**src/rtl/uart_pkg.sv**
```systemverilog
// Shared UART definitions: receiver/transmitter FSM states and parity modes.
package uart_pkg;

   // Frame-level FSM states; any other encoding is treated as illegal.
   typedef enum logic [2:0] {
      ST_IDLE   = 3'd0,
      ST_START  = 3'd1,
      ST_DATA   = 3'd2,
      ST_PARITY = 3'd3,
      ST_STOP   = 3'd4
   } uart_state_e;

   // Parity mode: the value the XOR of data bits plus parity bit must equal.
   localparam logic PAR_EVEN = 1'b0;
   localparam logic PAR_ODD  = 1'b1;

   // True when the XOR over data and parity bits disagrees with the mode.
   function automatic logic parity_bad(input logic xor_all, input logic mode);
      return xor_all != mode;
   endfunction

endpackage

```
**src/rtl/uart_rx_framed_if.sv**
```systemverilog
// Receiver-side bundle: serial line and oversample strobe in, framed word out.
interface uart_rx_framed_if #(
   parameter int DBITS = 8
);
   logic             rx;
   logic             sTick;
   logic             rxReady;
   logic [DBITS-1:0] rxData;
   logic             rxValid;
   logic             parityErr;
   logic             frameErr;
   logic             overrun;
   logic             busy;

   // Receiver produces words.
   modport master (
      input  rx, sTick, rxReady,
      output rxData, rxValid, parityErr, frameErr, overrun, busy
   );

   // Line driver / word consumer.
   modport slave (
      output rx, sTick, rxReady,
      input  rxData, rxValid, parityErr, frameErr, overrun, busy
   );
endinterface

```
**src/rtl/uart_sync2.sv**
```systemverilog
// Two-flop synchronizer; resets to 1 so an idle line never looks like a start bit.
module uart_sync2 (
   input  logic clk,
   input  logic resetn,
   input  logic d_i,
   output logic q_o
);
   logic meta_q;
   logic sync_q;

   // Double-register the asynchronous input.
   always_ff @(posedge clk or negedge resetn) begin
      if (!resetn) begin
         meta_q <= 1'b1;
         sync_q <= 1'b1;
      end else begin
         meta_q <= d_i;
         sync_q <= meta_q;
      end
   end

   assign q_o = sync_q;
endmodule

```
**src/rtl/uart_rx_framed.sv**
```systemverilog
// Oversampling UART receiver with optional parity, 1 or 2 stop bits and a
// single-word holding register with overrun reporting.
module uart_rx_framed
   import uart_pkg::*;
#(
   parameter int DBITS      = 8,
   parameter int OSR        = 16,
   parameter int PARITY_EN  = 0,
   parameter int PARITY_ODD = 0,
   parameter int STOP_BITS  = 1
) (
   input logic                 clk,
   input logic                 resetn,
   uart_rx_framed_if.master    bus
);
   localparam int S_W = $clog2(OSR);
   localparam int N_W = $clog2(DBITS);
   localparam logic [S_W-1:0] S_MID       = S_W'(OSR / 2 - 1);
   localparam logic [S_W-1:0] S_LAST      = S_W'(OSR - 1);
   localparam logic [N_W-1:0] N_LAST      = N_W'(DBITS - 1);
   localparam logic [N_W-1:0] N_STOP_LAST = N_W'(STOP_BITS - 1);
   localparam logic           PAR_MODE    = (PARITY_ODD != 0) ? PAR_ODD : PAR_EVEN;

   logic             rxs;
   uart_state_e      state_q, state_d;
   logic [S_W-1:0]   s_q, s_d;
   logic [N_W-1:0]   n_q, n_d;
   logic [DBITS-1:0] shreg_q, shreg_d;
   logic             fperr_q, fperr_d;   // parity error of the frame in flight
   logic             fferr_q, fferr_d;   // stop-bit error of the frame in flight
   logic             done;               // last stop bit sampled this cycle
   logic [DBITS-1:0] rxdata_q, rxdata_d;
   logic             rxvalid_q, rxvalid_d;
   logic             perr_q, perr_d;
   logic             ferr_q, ferr_d;
   logic             overrun_q, overrun_d;

   uart_sync2 u_sync_rx (
      .clk    (clk),
      .resetn (resetn),
      .d_i    (bus.rx),
      .q_o    (rxs)
   );

   // Frame FSM next state: tick/bit counting and per-bit sampling at mid-bit.
   always_comb begin
      state_d = state_q;
      s_d     = s_q;
      n_d     = n_q;
      shreg_d = shreg_q;
      fperr_d = fperr_q;
      fferr_d = fferr_q;
      done    = 1'b0;
      case (state_q)
         ST_IDLE: begin
            if (!rxs) begin
               state_d = ST_START;
               s_d     = '0;
            end
         end
         ST_START: begin
            if (bus.sTick) begin
               if (s_q == S_MID) begin
                  if (!rxs) begin
                     state_d = ST_DATA;
                     s_d     = '0;
                     n_d     = '0;
                     fperr_d = 1'b0;
                     fferr_d = 1'b0;
                  end else begin
                     state_d = ST_IDLE;
                  end
               end else begin
                  s_d = s_q + S_W'(1);
               end
            end
         end
         ST_DATA: begin
            if (bus.sTick) begin
               if (s_q == S_LAST) begin
                  shreg_d = {rxs, shreg_q[DBITS-1:1]};
                  s_d     = '0;
                  if (n_q == N_LAST) begin
                     n_d = '0;
                     if (PARITY_EN != 0) state_d = ST_PARITY;
                     else                state_d = ST_STOP;
                  end else begin
                     n_d = n_q + N_W'(1);
                  end
               end else begin
                  s_d = s_q + S_W'(1);
               end
            end
         end
         ST_PARITY: begin
            if (bus.sTick) begin
               if (s_q == S_LAST) begin
                  fperr_d = parity_bad((^shreg_q) ^ rxs, PAR_MODE);
                  state_d = ST_STOP;
                  s_d     = '0;
                  n_d     = '0;
               end else begin
                  s_d = s_q + S_W'(1);
               end
            end
         end
         ST_STOP: begin
            if (bus.sTick) begin
               if (s_q == S_LAST) begin
                  s_d = '0;
                  if (!rxs) fferr_d = 1'b1;
                  if (n_q == N_STOP_LAST) begin
                     done    = 1'b1;
                     state_d = ST_IDLE;
                  end else begin
                     n_d = n_q + N_W'(1);
                  end
               end else begin
                  s_d = s_q + S_W'(1);
               end
            end
         end
         default: state_d = ST_IDLE;
      endcase
   end

   // Frame FSM registers.
   always_ff @(posedge clk or negedge resetn) begin
      if (!resetn) begin
         state_q <= ST_IDLE;
         s_q     <= '0;
         n_q     <= '0;
         shreg_q <= '0;
         fperr_q <= 1'b0;
         fferr_q <= 1'b0;
      end else begin
         state_q <= state_d;
         s_q     <= s_d;
         n_q     <= n_d;
         shreg_q <= shreg_d;
         fperr_q <= fperr_d;
         fferr_q <= fferr_d;
      end
   end

   // Holding register: load on completion when free, else drop and flag overrun.
   always_comb begin
      rxdata_d  = rxdata_q;
      rxvalid_d = rxvalid_q;
      perr_d    = perr_q;
      ferr_d    = ferr_q;
      overrun_d = 1'b0;
      if (done) begin
         if (!rxvalid_q || bus.rxReady) begin
            rxdata_d  = shreg_q;
            perr_d    = fperr_q;
            ferr_d    = fferr_q | ~rxs;
            rxvalid_d = 1'b1;
         end else begin
            overrun_d = 1'b1;
         end
      end else if (rxvalid_q && bus.rxReady) begin
         rxvalid_d = 1'b0;
      end
   end

   // Holding register flops.
   always_ff @(posedge clk or negedge resetn) begin
      if (!resetn) begin
         rxdata_q  <= '0;
         rxvalid_q <= 1'b0;
         perr_q    <= 1'b0;
         ferr_q    <= 1'b0;
         overrun_q <= 1'b0;
      end else begin
         rxdata_q  <= rxdata_d;
         rxvalid_q <= rxvalid_d;
         perr_q    <= perr_d;
         ferr_q    <= ferr_d;
         overrun_q <= overrun_d;
      end
   end

   assign bus.rxData    = rxdata_q;
   assign bus.rxValid   = rxvalid_q;
   assign bus.parityErr = perr_q;
   assign bus.frameErr  = ferr_q;
   assign bus.overrun   = overrun_q;
   assign bus.busy      = (state_q != ST_IDLE);
endmodule
```
**src/flat_wrapper.sv**
```systemverilog
// flat-port wrapper written by rule: the top's interface ports become plain ports
module uart_rx_framed_flat import uart_pkg::*;
#(
   parameter int DBITS      = 8,
   parameter int OSR        = 16,
   parameter int PARITY_EN  = 0,
   parameter int PARITY_ODD = 0,
   parameter int STOP_BITS  = 1
)
  (clk, resetn, bus_rx, bus_sTick, bus_rxReady, bus_rxData, bus_rxValid, bus_parityErr, bus_frameErr, bus_overrun, bus_busy);
  uart_rx_framed_if #(.DBITS(DBITS)) bus_i ();
  input logic clk;
  input logic resetn;
  input wire logic [$bits(bus_i.rx)-1:0] bus_rx;
  input wire logic [$bits(bus_i.sTick)-1:0] bus_sTick;
  input wire logic [$bits(bus_i.rxReady)-1:0] bus_rxReady;
  output wire logic [$bits(bus_i.rxData)-1:0] bus_rxData;
  output wire logic [$bits(bus_i.rxValid)-1:0] bus_rxValid;
  output wire logic [$bits(bus_i.parityErr)-1:0] bus_parityErr;
  output wire logic [$bits(bus_i.frameErr)-1:0] bus_frameErr;
  output wire logic [$bits(bus_i.overrun)-1:0] bus_overrun;
  output wire logic [$bits(bus_i.busy)-1:0] bus_busy;
  assign bus_i.rx = bus_rx;
  assign bus_i.sTick = bus_sTick;
  assign bus_i.rxReady = bus_rxReady;
  assign bus_rxData = bus_i.rxData;
  assign bus_rxValid = bus_i.rxValid;
  assign bus_parityErr = bus_i.parityErr;
  assign bus_frameErr = bus_i.frameErr;
  assign bus_overrun = bus_i.overrun;
  assign bus_busy = bus_i.busy;
  uart_rx_framed #(.DBITS(DBITS), .OSR(OSR), .PARITY_EN(PARITY_EN), .PARITY_ODD(PARITY_ODD), .STOP_BITS(STOP_BITS)) u_core (.clk(clk), .resetn(resetn), .bus(bus_i));
endmodule
```
**config.mk**
```make
export PLATFORM = sky130hd
export DESIGN_NAME = uart_rx_framed_flat
export DESIGN_NICKNAME = d
export VERILOG_FILES = /design/src/rtl/uart_pkg.sv /design/src/rtl/uart_rx_framed_if.sv /design/src/rtl/uart_sync2.sv /design/src/rtl/uart_rx_framed.sv /design/src/flat_wrapper.sv
export SDC_FILE = /design/constraint.sdc
export NUM_CORES = 1
export LEC_CHECK = 0
export ABC_AREA = 1
export BUFFER_PORTS_ARGS = -buffer_cell sky130_fd_sc_hd__buf_2
export CAP_MARGIN = 10
export CORE_UTILIZATION = 53
export DETAILED_ROUTE_END_ITERATION = 7
export PLACE_DENSITY = 0.75
export SLEW_MARGIN = 30
export SYNTH_ARGS = -nofsm -noshare
export SYNTH_HDL_FRONTEND = slang
export SYNTH_HIERARCHICAL = 1
export SYNTH_SLANG_ARGS = --single-unit
```
**constraint.sdc**
```tcl
create_clock -name clk -period 1.5 [get_ports clk]
set_input_delay 0.075 -clock clk [delete_from_list [all_inputs] [get_ports clk]]
set_output_delay 0.075 -clock clk [all_outputs]
set_load 0.01 [all_outputs]
```
---- Word-level counts from Yosys, hierarchy flattened ----
Cells that the tools add are included.
W data, S select, Z words.
word-level totals
  flip-flop bits (word level) ............. 34
  output and inout bits ................... 13
  input bits .............................. 5
  word-level logic and storage cells ...... 112
cells by class
  equal/unequal tests ..................... 23
  add/subtract/negate cells ............... 2
  reduce and logical (&&, ||, !) cells .... 21
  bitwise logic cells ..................... 3
  multiplexer cells ....................... 50
operator list
  kind                   count
  $mux W3                22
  $reduce_and A11 Y1     2
  $mux W4                5
  $ne A2 B2 Y1 const B   9
  $mux W1                17
  $pmux W3 S5            1
  $ne A2 B1 Y1 const B   7
  $pmux W3 S4            1
  $pmux W4 S3            1
  $reduce_xor A8 Y1      1
  $reduce_and A7 Y1      1
  $eq A3 B2 Y1 const B   2
  $eq A3 B3 Y1 const B   2
  $logic_not A3 Y1       2
  $reduce_and A3 Y1      2
  $reduce_and A6 Y1      1
  $reduce_bool A2 Y1     3
  $reduce_bool A3 Y1     2
  $add A4 B1 Y4 const B  1
  $eq A4 B3 Y1 const B   1
  $eq A4 B4 Y1 const B   1
  $pmux W1 S2            2
  $reduce_and A2 Y1      2
  $reduce_bool A4 Y1     1
  other kinds (10)       10

---- Depth between registers and ports, before layout ----
Gate-level depths: netlist (run 1).
  depth after elaboration ................. 7
  gate-level depth with buffers ........... 10
  depth with buffers taken out ............ 10

---- Hierarchy ----
The synthesis (run 1) kept the hierarchy.
by module, submodules not included
  module          times used  area an instance (um2)  sequential area each (um2)  cells each
  uart_rx_framed  1           1964.4                  800.8                       265
  uart_sync2      1           52.6                    52.6                        2

---- Worst setup path before layout (run 1) ----
Ideal clock, no wire load.
  kind .................................... register -> register
  start point ............................. register u_core.s_q[0]
  end point ............................... register u_core.rxdata_q[7] (netlist: u_core/bus.rxData[7])
  path buffers ............................ 1
  setup slack ............................. 0.000 ns
  arrival time ............................ 1.381 ns
  stages on the path, launching flop included .. 10
  period minus slack after synthesis ...... 1.500 ns
  data required time ...................... 1.381 ns
  library setup time ...................... 0.119 ns
  path through ............................ dfrtp_1 ha_1 nand2_2 nor2_8 inv_4 nor2_8 nand4_4 buf_6 nand2_1 o21ai_2
on the way
  word-level cells in the longest chain between the ends .. 5
ends and longest elaborated chain
  item                                line                   source
  start: declaration                  uart_rx_framed.sv:26   logic [S_W-1:0] s_q, s_d;
  start signal: assignment            uart_rx_framed.sv:131  s_q <= '0;
  start signal: assignment            uart_rx_framed.sv:138  s_q <= s_d;
  $eq A4 B4 Y1                        uart_rx_framed.sv:109  if (s_q == S_LAST) begin
  $mux W1                             uart_rx_framed.sv:109
  $mux W1                             uart_rx_framed.sv:108  if (bus.sTick) begin
  $mux W1                             uart_rx_framed.sv:54   case (state_q)
  $reduce_and A2 Y1 (no source line)  n/a
  end signal: assignment              uart_rx_framed.sv:176  rxdata_q <= rxdata_d;
  end: declaration                    uart_rx_framed.sv:32   logic [DBITS-1:0] rxdata_q, rxdata_d;
Every way passes these cells.
A chain may end at the register's enable or synchronous reset.

---- Worst setup path in the final report (run 1) ----
  start point ............................. register u_core.s_q[1]
  end point ............................... register u_core.n_q[1]
on the way
  word-level cells in the longest chain between the ends .. 3
  elaborated cells on any way between the ends .. 7
  those cells by class .................... 6 x eq/ne; 1 x reduce/logical
ends and longest elaborated chain
  item                                                 line                   source
  $eq A4 B4 Y1 / $eq A4 B3 Y1 (equally long branches)  n/a
  $ne A2 B1 Y1 (no source line)                        n/a
  $reduce_and A11 Y1 (no source line) (*)              n/a
  end signal: assignment                               uart_rx_framed.sv:139  n_q <= n_d;
  end: declaration                                     uart_rx_framed.sv:27   logic [N_W-1:0] n_q, n_d;
Mark *: on every way between the ends. The rest lies on a longest branch, timed or not.

==> results of run 1 <==
## cell families (layout without fill, tap and decap cells)
family	after synthesis	count (layout)	share of synthesized area
AOI/OAI and AO/OA	40	40	0.122
adders and majority gates	4	4	0.0248
buffers and inverters	40	82	0.0800
DFF	34	34	0.423
and+or+nand+nor	149	149	0.350
## timing repair
action / CTS / global route
hold buffers: 2 / 0
setup endpoints to repair: 4 / 28
buffers inserted: 0 / 5
pin swaps: 0 / 7
endpoints found under the hold margin: 33 / 0
resized for setup: 1 / 31
## metrics by stage
| stage | hold slack, ps | setup TNS (ps) | instance area, um2 | utilization |
|---|---|---|---|---|
| final | 142 | -4.96 | 2520 | 0.689 |
| after global routing | 164 | -914 | 2520 | 0.689 |
| after CTS | 137 | 0 | 2400 | 0.656 |
| after detailed placement | 133 | -4.02 | 2260 | 0.617 |
| after global placement | 131 | 0 | 2260 | 0.617 |
| after floorplan | -221 | 0 | 2020 | - |
## layer usage
layer / GRT usage / routed length [um] / vias up
li1: - / - / 934
met1: 0.295 / 1980 / 825
met2: 0.331 / 1890 / 27
met3: 0.0616 / 140 / 7
met4: 0.116 / 75 / 0
met5: 0 / 0 / -
## cells in the final DEF (no fill, tap or decap)
cell type | synthesis | routed
a21oi_1 | 5 | 4
a21oi_2 | 0 | 1
a21oi_4 | 1 | 1
and3_4 | 0 | 1
buf_12 | 0 | 1
buf_2 | 1 | 17
buf_4 | 0 | 17
bufinv_16 | 0 | 1
clkbuf_1 | 1 | 1
clkbuf_8 | 0 | 6
dfrtp_1 | 32 | 31
dfrtp_2 | 0 | 1
dfstp_2 | 2 | 2
dlygate4sd3_1 | 0 | 2
ha_1 | 4 | 3
ha_2 | 0 | 1
inv_1 | 28 | 28
inv_2 | 8 | 8
inv_6 | 0 | 1
nand2_1 | 95 | 81
nand2_2 | 7 | 18
nand2_4 | 0 | 3
nand3_1 | 18 | 18
nand3_4 | 1 | 1
nand4_1 | 3 | 3
nand4_4 | 1 | 1
nor2_1 | 14 | 12
nor2_2 | 3 | 2
nor2_4 | 3 | 6
nor2_8 | 2 | 2
nor4_1 | 1 | 1
o211ai_1 | 2 | 2
o21ai_0 | 7 | 5
o21ai_1 | 17 | 16
o21ai_2 | 8 | 11
## synthesized netlist by cell type (all sizes together)
cell type	n
dfrtp	32
clkbuf	1
nor4	1
buf	2
nand2	102
o21ai	32
and3	1
a21oi	6
dfstp	2
o211ai	2
nand3	19
ha	4
nor2	22
nand4	4
inv	37
## worst max path at each step
stage	from	end	cells past startpoint
floorplan	u_core/s_q[0]	u_core/bus.rxData[7]	9
global placement	u_core/s_q[0]	u_core/state_q[1]	9
detailed placement	u_core/s_q[0]	u_core/state_q[1]	9
CTS	u_core/s_q[0]	u_core/state_q[2]	9
global route	u_core/s_q[1]	u_core/n_q[1]	10
finish	u_core/s_q[1]	u_core/n_q[1]	10
## layout make-up
class                      count  area, um2
sequential                    34        855
multi-input combinational    193       1090
timing repair buffer          37        253
clock buffer                   7       86.3
fill                         297       1140
tap                           48       60.1
clock inverter                 1       30.0
inverter                      37        144
## report_power, final
part	internal (mW)	total (mW)	switching, mW	leakage (nW)
Combinational	0.565	1.46	0.892	0.838
Sequential	1.01	1.09	0.0847	0.458
Clock	0.542	0.892	0.350	0.0585
Total	2.11	3.44	1.33	1.35
## flip-flops by register name (all words and copies together), names as in the netlist
name	count
u_core/u_sync_rx/q_o	1
u_core/bus.frameErr	1
u_core/bus.rxData	8
u_core/n_q	3
u_core/fferr_q	1
u_core/fperr_q	1
u_core/bus.rxValid	1
u_core/u_sync_rx/meta_q	1
u_core/state_q	3
u_core/s_q	4
u_core/bus.parityErr	1
u_core/shreg_q	8
u_core/bus.overrun	1
## critical path, cell delays in order (launching register included)
cell and delay [ps]:
dfrtp_1 350, ha_2 210, nand2_4 90, nor2_8 150, inv_6 60, nand2_2 70, nand2_2 60, nor2_4 150
nand3_4 120, nand2_2 100, o21ai_2 50
==> out/qor.txt, run 1 <==
Sequential area share after synthesis = 0.423
Number of I/O port buffers = 17
Final nets = 317
Post-route insts no fill = 357
Worst Path Required = 1690 ps
Post-synthesis instance area = 2020 um2
Share of the synthesized area in the top cell type = 0.397
Pre-CTS setup slack = -4.02 ps
FF-to-FF setup slack = -5 ps
Final Max Slew Viols = 0
Critical Path AT = 1700 ps
Initial antenna violation count = 0
Starting density of the core = 0.551
Global-route wire length before repair = 6.84 mm
1st-pass router iterations = 4
Final Setup Violations = 1
DR WL/cell = 11.5 um
Hold path cells = 4
Iteration-0 DRC Markers = 116
Vias in the first global route = 1604
Yosys reg bits = 34
Distinct cells, synth = 27
Clock buffer depth = 2
Failing checks = setup timing
Pwr dens = 1360 nW/um2
# DRC = 0
Cell taking the most area after synthesis = dfrtp_1
Outcome = finished, violations left
Worst Max-Slew Pin Slew = 439 ps
CP Capture Type = register
Setup Crit Path Kind = reg -> reg
Final WL = 4.09 mm
Final Skew = 6.93 ps
Crit path max fanout = 6
Vias/cell = 5.02
Max H-tree Level = 2
Clock transition at path regs = 70 ps
Core area = 3660 um2
CTS tree = done
Total chip power = 3.44 mW
Hold_sp = bus_rxReady
Ranking of synthesized cells by area = dfrtp_1 40%, nand2_1 18%, inv_1 5.2%
Hold Path End = u_core/bus.frameErr
Final hold viol count = 0
I/O pin count = 18
Synth warn = 6
Placed cells = 343
Clk Latency, worst-skew pair = 290 ps
Die W = 63.7 um
Synth Instances = 267
DR vias = 1793
Reg2reg end = u_core/n_q[1]
Crit start category = register
Total clock sinks = 34
Grt total ovfl = 0
R2R depth = 10
Reg-to-Reg Start = u_core/s_q[1]
CTS Buf Count = 5
Hold WC Path Type = in -> reg
# Max-Cap Violations = 0
Gr usage total = 0.223
Net Count, Synth = 276
Detail Placement HPWL = 2.86 mm
Leakage power = 1.35 nW
RSZ-0062 raised after global routing = true
N_diodes = 0
Fmax = 0.664 GHz
Placer Congestion = 0.957
Final period util = 1.00
Largest net degree at the start of global routing = 35
Relative slew margins = 0.707
Synth Area per Inst = 7.55 um2
Final WS setup = -4.96 ps
Final antenna-violating net count = 0
CTS Root Cell = clkbuf_8
# rows = 22
Share of cells above drive strength 1 = 0.330
Peak supply drop = 0.705 mV
Full die area = 4060 um2
Synthesis-to-finish area growth = 25.1%
Die Y = 63.7 um
Crit path time final = 1500 ps
No activity file was read; power rests on OpenSTA's default activity.
==> run 2: changes to the inputs <==
Settings changed: CORE_MARGIN set to 10, SKIP_CTS_REPAIR_TIMING set to 1.
==> out/qor.txt, run 2 (same netlist as run 1, synthesis figures left out) <==
Outcome = complete, no violations
1st-pass router iterations = 4 (unchanged)
Placed cells = 347 (+1.2%)
Leakage power = 1.34 nW (-1.3%)
CP most frequent cell = nand2_4
Relative slew margins = 0.717 (+0.00942)
Grt total ovfl = 0 (unchanged)
Global-route wire length before repair = 7.04 mm (+2.8%)
Hold Path End = u_core/bus.rxValid
Post-route design area = 2500 um2 (-1.0%)
Vias in the first global route = 1579 (-1.6%)
Crit start category = register
I/O pin count = 18 (unchanged)
Total chip power = 3.20 mW (-6.9%)
Reg2reg end = u_core/n_q[2]
# Max-Cap Violations = 0 (unchanged)
Fmax = 0.677 GHz (+1.8%)
Setup_tns = 0 ps (+4.96 ps)
DR WL/cell = 12.3 um (+7.1%)
Number of I/O port buffers = 17 (unchanged)
Total clock sinks = 34 (unchanged)
Share of cells above drive strength 1 = 0.321 (-0.00867)
Crit path max fanout = 6 (unchanged)
Cell Area, Placed = 2290 um2 (+1.3%)
CTS Buf Count = 5 (unchanged)
# DRC = 0 (unchanged)
DR vias = 1802 (+0.50%)
Final period util = 0.985 (-0.0181)
Hold_sp = bus_rxReady
FF-to-FF setup slack = 20 ps (+30 ps)
Pwr dens = 1280 nW/um2 (-5.9%)
Max H-tree Level = 2 (unchanged)
Iteration-0 DRC Markers = 125 (+7.8%)
Hold path cells = 4 (unchanged)
Final WL = 4.37 mm (+6.8%)
Setup Crit Path Kind = reg -> reg
Most common cell after layout, fill and taps aside = nand2_1
Crit path time final = 1480 ps (-27.1 ps)
N_diodes = 0 (unchanged)
Die Y = 81.7 um (+28%)
Final Setup Violations = 0 (-1)
Final nets = 316 (-0.32%)
Final Skew = 5.47 ps (-1.46 ps)
Die W = 81.7 um (+28%)
Final Max Slew Viols = 0 (unchanged)
Final core utilization = 0.682 (-0.00718)
Full die area = 6670 um2 (+65%)
R2R depth = 10 (unchanged)
Final WS setup = 22.2 ps (+27.1 ps)
Pre-CTS setup slack = -10.6 ps (-6.56 ps)
Final antenna-violating net count = 0 (unchanged)
Placer Congestion = 0.911 (-4.8%)
RSZ-0062 raised after global routing = true
Cells along the critical path = ha_4 -> nand2_4 -> nor2_8 -> inv_8 -> nand2_4 -> nand2_4 -> nor2_4 -> nand3_4 -> nand2_1 -> o21ai_1
Reg-to-Reg Start = u_core/s_q[1]
Core area = 3660 um2 (unchanged)
CTS tree = done
# rows = 22 (unchanged)
Worst Path Required = 1680 ps (about the same)
Worst path slowest cell = dfrtp_1
CP max stage delay = 390 ps (+40 ps)
Initial antenna violation count = 0 (unchanged)
Vias/cell = 5.06 (+0.78%)
Clock transition at path regs = 70 ps (about the same)
Hold WC Path Type = in -> reg
Final hold viol count = 0 (unchanged)
CP Capture Type = register
Gr usage total = 0.136 (-0.0874)
Worst Max-Slew Pin Slew = 425 ps (-14.1 ps)
Starting density of the core = 0.551 (unchanged)
CTS Root Cell = clkbuf_8
Final Hold Slack = 157 ps (+15.4 ps)
Largest net degree at the start of global routing = 35 (unchanged)
Detail Placement HPWL = 3.18 mm (+11%)
Most frequent cells in the layout = 83 x nand2_1, 32 x dfrtp_1, 26 x inv_1, 18 x nand3_1, 17 x buf_2
Post-route insts no fill = 356 (-0.28%)
Synthesis-to-finish area growth = 23.8%
Peak supply drop = 0.712 mV (+1.0%)
Clk Latency, worst-skew pair = 290 ps (about the same)
Critical Path AT = 1660 ps (-40 ps)
Clock buffer depth = 2 (unchanged)
run 2: cell types whose count changed in the layout (fill, tap and decap cells not counted), moves of 2 or more:
cell	before	now
inv_2	8	10
buf_4	17	15
nand2_2	18	14
nand2_1	81	83
nand2_4	3	5
clkinv_2	0	2
inv_1	28	26
run 2: worst max-delay path by stage:
stage,from,slack (ps),to,cells past startpoint
2_1_floorplan,u_core/s_q[0],6,u_core/bus.rxData[7],9
3_3_place_gp,u_core/s_q[0],30,u_core/state_q[0],10
3_5_place_dp,u_core/s_q[0],-10,u_core/state_q[1],10
4_1_cts,u_core/s_q[0],-50,u_core/shreg_q[4],8
5_1_grt,u_core/s_q[0],-100,u_core/fperr_q,9
6_report,u_core/s_q[1],20,u_core/n_q[2],10
run 2: final cells by class:
| type | instances | area, um2 |
|---|---|---|
| clock buffers | 6 | 72.6 |
| clock inverters | 2 | 10.0 |
| fillers | 317 | 1160 |
| inverters | 37 | 146 |
| multi-input cells | 193 | 1100 |
| flip-flops and latches | 34 | 853 |
| well taps | 48 | 60.1 |
| repair buffers | 36 | 249 |
run 2: worst max-delay path: cells and delay by family, from the launching register on:
| kind | cells | cell delay (ps) |
|---|---|---|
| and+or+nand+nor | 7 | 670 |
| DFF | 1 | 390 |
| adders and majority gates | 1 | 160 |
| buffers and inverters | 1 | 70 |
| AOI/OAI and AO/OA | 1 | 60 |
run 2: where the power goes:
part           leakage (nW)  internal [mW]  total [mW]  switching (mW)
Clock                0.0450          0.321       0.652           0.331
Combinational         0.832          0.560        1.45           0.895
Sequential            0.460           1.01        1.10          0.0910
Total                  1.34           1.89        3.20            1.32
run 2: layer usage:
| metal | up-vias | part of all wire | track usage |
|---|---|---|---|
| li1 | 929 | - | - |
| met1 | 836 | 0.46 | 0.171 |
| met2 | 30 | 0.47 | 0.209 |
| met3 | 7 | 0.057 | 0.0469 |
| met4 | 0 | 0.016 | 0.0561 |
| met5 | - | 0 | 0 |
